--- config.mk ---
export PLATFORM = sky130hd
export DESIGN_NAME = lsu_mem_ctrl
export DESIGN_NICKNAME = d
export VERILOG_FILES = /design/src/rtl/lsu_mem_ctrl.sv
export SDC_FILE = /design/constraint.sdc
export NUM_CORES = 1
export LEC_CHECK = 0
export ABC_AREA = 1
export BUFFER_PORTS_ARGS = -buffer_cell sky130_fd_sc_hd__buf_2
export CORE_AREA = 5 5 110 133
export DETAILED_ROUTE_END_ITERATION = 10
export DIE_AREA = 0 0 115 138
export PLACE_DENSITY = 0.74
export SETUP_SLACK_MARGIN = 0.1
export SKIP_LAST_GASP = 1
export SYNTH_ARGS = -nofsm -noshare
export SYNTH_HDL_FRONTEND = slang
export SYNTH_SLANG_ARGS = --single-unit
export TNS_END_PERCENT = 5
--- constraint.sdc ---
create_clock -name clk_i -period 1.55 [get_ports clk_i]
set_input_delay 0.155 -clock clk_i [delete_from_list [all_inputs] [get_ports clk_i]]
set_output_delay 0.155 -clock clk_i [all_outputs]
set_load 0.05 [all_outputs]
--- src/rtl/lsu_mem_ctrl.sv ---
// lsu_mem_ctrl: load/store initiator between the execute stage and a
// word-organised data memory (combinational read, write on the clock edge).
// Byte/half/word requests become word-aligned accesses; sub-word loads are
// extracted and extended, and sub-word stores are done as read-modify-write.
//
// Ports:
//   clk_i, rst_i             clock, synchronous active-high reset
//   req_valid_i/req_ready_o  request handshake
//   req_we_i, req_size_i     store/load select, size (00 B, 01 H, 10 W, 11 illegal)
//   req_unsigned_i           zero-extend sub-word loads
//   req_addr_i, req_wdata_i  byte address, right-aligned store data
//   resp_valid_o/resp_err_o  one-cycle completion pulse and its error flag
//   resp_rdata_o             load result (0 for stores and errors)
//   mem_addr_o, mem_re_o, mem_we_o, mem_wdata_o, mem_rdata_i  memory side
module lsu_mem_ctrl #(
  parameter int ADDR_W = 32,
  parameter bit RMW_EN = 1'b1
) (
  input  logic              clk_i,
  input  logic              rst_i,
  input  logic              req_valid_i,
  output logic              req_ready_o,
  input  logic              req_we_i,
  input  logic [1:0]        req_size_i,
  input  logic              req_unsigned_i,
  input  logic [ADDR_W-1:0] req_addr_i,
  input  logic [31:0]       req_wdata_i,
  output logic              resp_valid_o,
  output logic              resp_err_o,
  output logic [31:0]       resp_rdata_o,
  output logic [ADDR_W-1:0] mem_addr_o,
  output logic              mem_re_o,
  output logic              mem_we_o,
  output logic [31:0]       mem_wdata_o,
  input  logic [31:0]       mem_rdata_i
);

  localparam logic [2:0] IDLE    = 3'd0;
  localparam logic [2:0] LOAD    = 3'd1;
  localparam logic [2:0] ST_WORD = 3'd2;
  localparam logic [2:0] RMW_RD  = 3'd3;
  localparam logic [2:0] RMW_WR  = 3'd4;
  localparam logic [2:0] RESP    = 3'd5;

  logic [2:0]        state;
  logic [2:0]        next_state;
  logic [1:0]        addr_lo;
  logic [1:0]        size_q;
  logic              uns_q;
  logic [15:0]       wdata_q;
  logic              accept;
  logic              acc_err;
  logic              resp_valid;
  logic              resp_err;
  logic [31:0]       resp_rdata;
  logic [ADDR_W-1:0] mem_addr;
  logic [31:0]       mem_wdata;

  // Pick the addressed lane out of a memory word and sign/zero-extend it.
  function automatic logic [31:0] extract(input logic [31:0] word, input logic [1:0] lo,
                                          input logic [1:0] size, input logic uns);
    logic [4:0]  shamt;
    logic [31:0] sh;
    logic [31:0] res;
    shamt = 5'd0;
    case (size)
      2'b00:   shamt = {lo, 3'b000};
      2'b01:   shamt = {lo[1], 4'b0000};
      default: shamt = 5'd0;
    endcase
    sh = word >> shamt;
    case (size)
      2'b00:   res = {{24{~uns & sh[7]}}, sh[7:0]};
      2'b01:   res = {{16{~uns & sh[15]}}, sh[15:0]};
      2'b10:   res = sh;
      default: res = 32'd0;
    endcase
    return res;
  endfunction

  // Replace the addressed byte/half lane of the old word with new store data.
  function automatic logic [31:0] merge(input logic [31:0] word, input logic [1:0] lo,
                                        input logic [1:0] size, input logic [15:0] data);
    logic [31:0] mask;
    logic [31:0] ins;
    case (size)
      2'b00: begin
        mask = 32'h0000_00FF << {lo, 3'b000};
        ins  = {24'd0, data[7:0]} << {lo, 3'b000};
      end
      2'b01: begin
        mask = 32'h0000_FFFF << {lo[1], 4'b0000};
        ins  = {16'd0, data} << {lo[1], 4'b0000};
      end
      default: begin
        mask = 32'd0;
        ins  = 32'd0;
      end
    endcase
    return (word & ~mask) | (ins & mask);
  endfunction

  assign req_ready_o = (state == IDLE) & ~rst_i;
  assign accept      = req_valid_i & req_ready_o;

  // Memory strobes are decoded from state and gated by reset so that no
  // write can slip out in a cycle where reset is asserted.
  assign mem_re_o = ~rst_i & ((state == LOAD) | (state == RMW_RD));
  assign mem_we_o = ~rst_i & ((state == ST_WORD) | (state == RMW_WR));

  assign resp_valid_o = resp_valid;
  assign resp_err_o   = resp_err;
  assign resp_rdata_o = resp_rdata;
  assign mem_addr_o   = mem_addr;
  assign mem_wdata_o  = mem_wdata;

  // Classify the incoming request as misaligned, illegal or disallowed.
  always_comb begin
    acc_err = 1'b0;
    if (req_size_i == 2'b11) begin
      acc_err = 1'b1;
    end else if ((req_size_i == 2'b01) && req_addr_i[0]) begin
      acc_err = 1'b1;
    end else if ((req_size_i == 2'b10) && (req_addr_i[1:0] != 2'b00)) begin
      acc_err = 1'b1;
    end else if (req_we_i && (req_size_i != 2'b10) && (RMW_EN == 1'b0)) begin
      acc_err = 1'b1;
    end else begin
      acc_err = 1'b0;
    end
  end

  // Next-state decode for the access sequencer.
  always_comb begin
    next_state = state;
    case (state)
      IDLE: begin
        if (!accept)                  next_state = IDLE;
        else if (acc_err)             next_state = RESP;
        else if (!req_we_i)           next_state = LOAD;
        else if (req_size_i == 2'b10) next_state = ST_WORD;
        else                          next_state = RMW_RD;
      end
      LOAD:    next_state = RESP;
      ST_WORD: next_state = RESP;
      RMW_RD:  next_state = RMW_WR;
      RMW_WR:  next_state = RESP;
      RESP:    next_state = IDLE;
      default: next_state = IDLE;
    endcase
  end

  // State, captured request fields and all registered outputs.
  always_ff @(posedge clk_i) begin
    if (rst_i) begin
      state      <= IDLE;
      addr_lo    <= 2'b00;
      size_q     <= 2'b00;
      uns_q      <= 1'b0;
      wdata_q    <= 16'd0;
      resp_valid <= 1'b0;
      resp_err   <= 1'b0;
      resp_rdata <= 32'd0;
      mem_addr   <= '0;
      mem_wdata  <= 32'd0;
    end else begin
      state      <= next_state;
      resp_valid <= (next_state == RESP);
      if (accept) begin
        addr_lo <= req_addr_i[1:0];
        size_q  <= req_size_i;
        uns_q   <= req_unsigned_i;
        wdata_q <= req_wdata_i[15:0];
        // Error requests never touch memory, so the memory address holds.
        if (!acc_err) begin
          mem_addr <= {req_addr_i[ADDR_W-1:2], 2'b00};
        end
        if (!acc_err && req_we_i && (req_size_i == 2'b10)) begin
          mem_wdata <= req_wdata_i;
        end
      end
      case (state)
        IDLE: begin
          if (accept && acc_err) begin
            resp_err   <= 1'b1;
            resp_rdata <= 32'd0;
          end
        end
        LOAD:    resp_rdata <= extract(mem_rdata_i, addr_lo, size_q, uns_q);
        ST_WORD: resp_rdata <= 32'd0;
        // The merged word is built from the old word read in this cycle.
        RMW_RD:  mem_wdata <= merge(mem_rdata_i, addr_lo, size_q, wdata_q);
        RMW_WR:  resp_rdata <= 32'd0;
        RESP:    resp_err <= 1'b0;
        default: resp_err <= 1'b0;
      endcase
    end
  end

endmodule

# --- Word level (Yosys, flattened, before mapping) ---
# Cells that the tools add are included.
op_classes:
  shifts: 5
  n_reduce_logical: 19
  n_mux: 25
  eq_ne: 11
  bitwise_logic: 16
op_table:
  columns: ["cell", "count"]
  rows:
  - ["2-to-1 mux 32 bit", 8]
  - ["one-hot mux 32 bit (3 select lines)", 2]
  - ["one-hot mux 32 bit (2 select lines)", 2]
  - ["AND 32 bit", 2]
  - ["NOT 32 bit", 1]
  - ["OR 32 bit", 1]
  - ["left shift 16 x 5 -> 32 bit", 1]
  - ["left shift 16 x 5 -> 32 bit (first input constant)", 1]
  - ["left shift 8 x 5 -> 32 bit", 1]
  - ["left shift 8 x 5 -> 32 bit (first input constant)", 1]
  - ["right shift 32 x 5 -> 32 bit", 1]
  - ["2-to-1 mux 5 bit", 2]
  - ["one-hot mux 5 bit (2 select lines)", 1]
  - ["one-hot mux 3 bit (3 select lines)", 1]
  - ["AND reduction 2 bit", 4]
  - ["AND 1 bit", 6]
  - ["equality test 2 bit (second input constant)", 3]
  - ["equality test 3 x 2 -> 1 bit (second input constant)", 2]
  - ["equality test 3 bit (second input constant)", 2]
  - ["2-to-1 mux 3 bit", 2]
  - ["nonzero test 2 bit", 3]
  - ["logical AND 1 bit", 5]
  - ["2-to-1 mux 1 bit", 5]
  - ["equality test 2 x 1 -> 1 bit (second input constant)", 2]
  - ["other kinds (13)", 17]
word_totals:
  output_inout_bits: 101
  input_bits: 103
  word_cells: 86
  reg_bits: 120

# --- Longest topological paths before layout ---
depth:
  ltp_word: 11
  depth_mapped: 11
  ltp_nobuf: 10

# --- Worst setup path before layout ---
# OpenSTA, ideal clock, no wires.
synth_timing:
  path_type: "flip-flop to flip-flop"
  startpoint: "register state[0]"
  endpoint: "register mem_addr[10] (netlist: mem_addr_o[10])"
  setup_slack_ns: -0.333
  n_path_buf: 2
  setup_time_ns: 0.116
  stages_incl_launch_ff: 11
  required_ns: 1.434
  t_arrival_ns: 1.767
  period_less_slack_ns: 1.883
  path_cell_list: "dfxtp_1 nor2_1 nand2_1 nor2_2 nand2_1 buf_2 nor2_2 inv_1 clkbuf_1 nor2_1 nor2_1"
synth_via:
  elab_chain_cells: 4
synth_lines:
  columns: ["element", "line", "text"]
  rows:
  - ["from (decl)", "45", "logic [2:0] state;"]
  - ["from (signal assigned)", "167", "state <= next_state;"]
  - ["logical NOT 3 bit", "103", "assign req_ready_o = (state == IDLE) & ~rst_i;"]
  - ["AND 1 bit", "103", null]
  - ["net req_ready_o", "22", "output logic req_ready_o,"]
  - ["AND 1 bit", "104", "assign accept = req_valid_i & req_ready_o;"]
  - ["AND reduction 2 bit (no line)", null, null]
  - ["to (signal assigned)", "176", "mem_addr <= {req_addr_i[ADDR_W-1:2], 2'b00};"]
  - ["to (decl)", "56", "logic [ADDR_W-1:0] mem_addr;"]
# The timed path passes the listed nets, and every way through them passes these cells.
# A chain may end at the register's enable or synchronous reset.

# --- Worst setup path after layout ---
layout_timing:
  startpoint: "register size_q[0]"
  endpoint: "register resp_rdata[13] (netlist: resp_rdata_o[13])"
layout_via:
  elab_chain_cells: 8
  elab_cells_between_ends: 10
  classes_between: "eq/ne (2); shift (1); mux (5); bitwise (1); reduce/logical (1)"
layout_lines:
  columns: ["element", "line", "text"]
  rows:
  - ["from (decl)", "48", "logic [1:0] size_q;"]
  - ["from (signal assigned)", "171", "size_q <= req_size_i;"]
  - ["equality test 2 x 1 -> 1 bit or logical NOT 2 bit (tied branches)", "66, 72", null]
  - ["one-hot mux 5 bit (2 select lines)", "66", "case (size)"]
  - ["2-to-1 mux 5 bit", "182", "case (state)"]
  - ["2-to-1 mux 5 bit", "155", "if (rst_i) begin"]
  - ["right shift 32 x 5 -> 32 bit", "71", "sh = word >> shamt;"]
  - ["AND 1 bit", "73", "2'b00: res = {{24{~uns & sh[7]}}, sh[7:0]};"]
  - ["one-hot mux 32 bit (3 select lines) (*)", "72", "case (size)"]
  - ["one-hot mux 32 bit (3 select lines) (*)", "182", null]
  - ["to (signal assigned)", "189", "LOAD: resp_rdata <= extract(mem_rdata_i, addr_lo, size_q, uns_q);"]
  - ["to (decl)", "55", "logic [31:0] resp_rdata;"]
# Mark *: on every way between the ends. The rest lies on a longest branch, timed or not. The select of a mux whose other input is x is not followed.

==> results.tsv <==
stage	metric	value	unit
global_route	largest net degree at the start of global routing	79	
global_route	initial antenna violation count	1	
floorplan	core footprint	0.0131	mm2
clock_tree	Clock Pin Slew Worst Setup and Hold Paths	0.06	ns
global_route	met2 global-route usage	43.0	%
global_route	Global Route met3 Usage	7.03	%
floorplan	Initial Util	45.3	%
global_route	GRT met1 Usage	33.3	%
timing	clock skew	0.00593	ns
timing	RSZ-0062 raised after global routing	true	
timing	Final WS setup	-0.102	ns
floorplan	Die X	115	um
cells_and_area	antenna cells	0	
timing	Final setup viols	26	
cells_and_area	Sequential Area	0.00241	mm2
timing	Tmin final	1.65	ns
cells_and_area	multi-input logic area	0.00315	mm2
synthesis	synth top area cells	dfxtp_1 40%, nand2_1 15%, o21ai_0 9.8%	
synthesis	Synth top area share	40.4	%
global_route	gr usage total	26.2	%
synthesis	FFs w/ async S/R, synth	0	%
global_route	GR peak layer	met2	
clock_tree	CTS tree	yes	
synthesis	largest area contributor in the netlist	dfxtp_1	
place	GP Congestion	0.960	
detailed_routing	drt wl/cell	16.1	um
critical_path	Startpoint Class	flop	
detailed_routing	Routed Antenna Nets	0	
clock_tree	H-tree depth	4	
critical_path	crit path kind	flop to flop	
detailed_routing	Post-Route WL	21600	um
global_route	global-route wire length before repair	33900	um
timing	fin crit share	107	%
synthesis	mapped cell area	0.00594	mm2
critical_path	arrival time at the worst endpoint	1.94	ns
synthesis	Post-Synth XOR/XNOR Area	0	%
synthesis	syn_area_per_cell	6.76	um2
synthesis	most numerous cell in the Yosys netlist	nand2_1	
power	Leak Pwr	4.33	nW
cells_and_area	Layout Area Growth over Synthesis	46.9	%
synthesis	Synth Flop Type	dfxtp_1	
critical_path	R2R depth	11	
clock_tree	Max clock buf depth	2	
place	detailed placement HPWL	15100	um
place	input/output buffers	201	
clock_tree	CTS Buf Count	17	
synthesis	synth unique cells	33	
synthesis	sequential area share after synthesis	40.4	%
synthesis	largest family of logic cells by synthesized area	simple AND/OR/NAND/NOR gates	
cells_and_area	Fillers	1126	
min_path	Hold Path Depth	3	
timing	Fin Setup TNS	-0.642	ns
power	pwr/cell area	1250	mW/mm2
critical_path	Critical Path RT	1.84	ns
floorplan	# rows	46	
detailed_routing	DRC viols	0	
floorplan	I/O pin count	204	
detailed_routing	Vias	7028	
synthesis	Synth Area in Compound Gates	18.6	%
floorplan	die area	0.0159	mm2
detailed_routing	post-DR vias/cell	5.25	
synthesis	adder-cell share of the synthesized area	0	%
detailed_routing	DR iter-0 viols	566	
synthesis	Yosys Warn Count	0	
power	Max VDD drop	0.657	mV
synthesis	EDFF count, synth	0	
detailed_routing	TritonRoute pass-1 iters	6	
global_route	total grt overflow	0	
clock_tree	clock latency reported for the late side of the worst-skew pair	0.42	ns
clock_tree	root buf cell	clkbuf_16	
floorplan	Die Height	138	um
timing	fmax	0.605	GHz
cells_and_area	nets	1262	
critical_path	CP max FO	6	
global_route	vias in the first global route	6678	
job	total of max-cap violations	0	
synthesis	post-synthesis simple-gate area fraction	32.8	%
run_status	status	finished, violations left	
cells_and_area	layout cells sized above 1	31.9	%
timing	hold slack	0.0366	ns
timing	Final Hold Viols	0	
timing	Final Max Tran Viols	0	
synthesis	cell count after synthesis	880	
clock_tree	Clock Sinks	120	
critical_path	CP Capture Type	flop	
min_path	worst min path class	primary input to flop	
power	Power Total	11.0	mW
run_status	failing checks	negative setup slack	
synthesis	most frequent cells after synthesis	232 x nand2_1, 127 x nor2_1, 120 x dfxtp_1, 116 x o21ai_0, 57 x nand3_1	
synthesis	Seq cells post-synth	120	
synthesis	mux share of post-synthesis cell area	0	%
final timing paths:
path	start	end	slack, ns
max	size_q[0]	resp_rdata_o[13]	-0.10
min	req_wdata_i[7]	wdata_q[7]	0.04
max reg2reg	size_q[0]	resp_rdata_o[13]	-0.10
min reg2reg	wdata_q[15]	wdata_q[15]	0.46
cell families after synthesis:
kind of cell | Yosys count
AND/OR/NAND/NOR | 449
AO/OA/AOI/OAI | 205
flip-flops | 120
buffers and inverters | 105
other | 1
timing repair:
action | in CTS | in global routing
hold buffers | 40 | 0
setup buffers | 0 | 4
cloned | 0 | 3
pin swaps | 0 | 14
endpoints found under the setup margin | 92 | 112
endpoints found under the hold margin | 40 | 0
gates resized for setup | 8 | 26
area by class of cell:
class / instances / area share (%)
well taps: 168 / 2.41
multi-input cells: 656 / 36.1
flip-flops and latches: 120 / 27.6
clock inverters: 12 / 1.46
clock buffers: 19 / 5.07
repair buffers: 312 / 25.0
inverters: 52 / 2.35
sequential cells by signal (all words and copies together), names as in the netlist:
register and cells:
mem_addr_o 30, resp_valid_o 1, state 3, uns_q 1, wdata_q 16, mem_wdata_o 32, size_q 2, resp_err_o 1
addr_lo 2, resp_rdata_o 32
per-stage QoR:
stage	std cells	util (%)	setup WS, ns	cell area (um2)
final	1339	66.6	-0.102	8730
after global routing	1339	66.6	-0.198	8730
after CTS	1332	65.1	-0.0404	8540
after detailed placement	1261	57.5	-0.0900	7540
after global placement	1261	57.5	-0.0516	7540
after floorplan	881	-	-0.0657	5990
power by group:
part | internal, mW | switching [mW] | leakage (nW)
Clock | 2.39 | 1.45 | 0.271
Sequential | 3.38 | 0.178 | 0.977
Combinational | 1.28 | 2.28 | 3.08
cells in the final DEF, fill, tap and decap left out, types with 6 or more instances in the layout:
cell / n
nand3_2: 17
buf_12: 14
o21ai_0: 114
a21oi_2: 14
nand2_2: 11
dlygate4sd3_1: 40
dfxtp_1: 117
inv_2: 6
nor2_1: 124
o211ai_1: 11
nand2_1: 222
nand3_1: 55
inv_1: 43
o21ai_1: 12
clkbuf_16: 20
buf_4: 51
buf_2: 200
a21oi_1: 49
nor2_4: 7
metal layers:
layer | wire length, um | vias up
met4 | 526 | 2
li1 | - | 3419
met2 | 10500 | 364
met5 | 11 | -
met1 | 8520 | 3194
met3 | 1990 | 49
critical path, cell delays in order (launching register included):
cell     delay [ns]
dfxtp_2        0.33
buf_6          0.12
nor2_4         0.18
nand2_4        0.11
buf_4          0.16
buf_4          0.14
a21oi_1        0.11
o21ai_1        0.08
nand2_1        0.07
nand2_1        0.07
nand2_1        0.09
a21oi_1        0.06
Power figures use the tool's default switching activity.
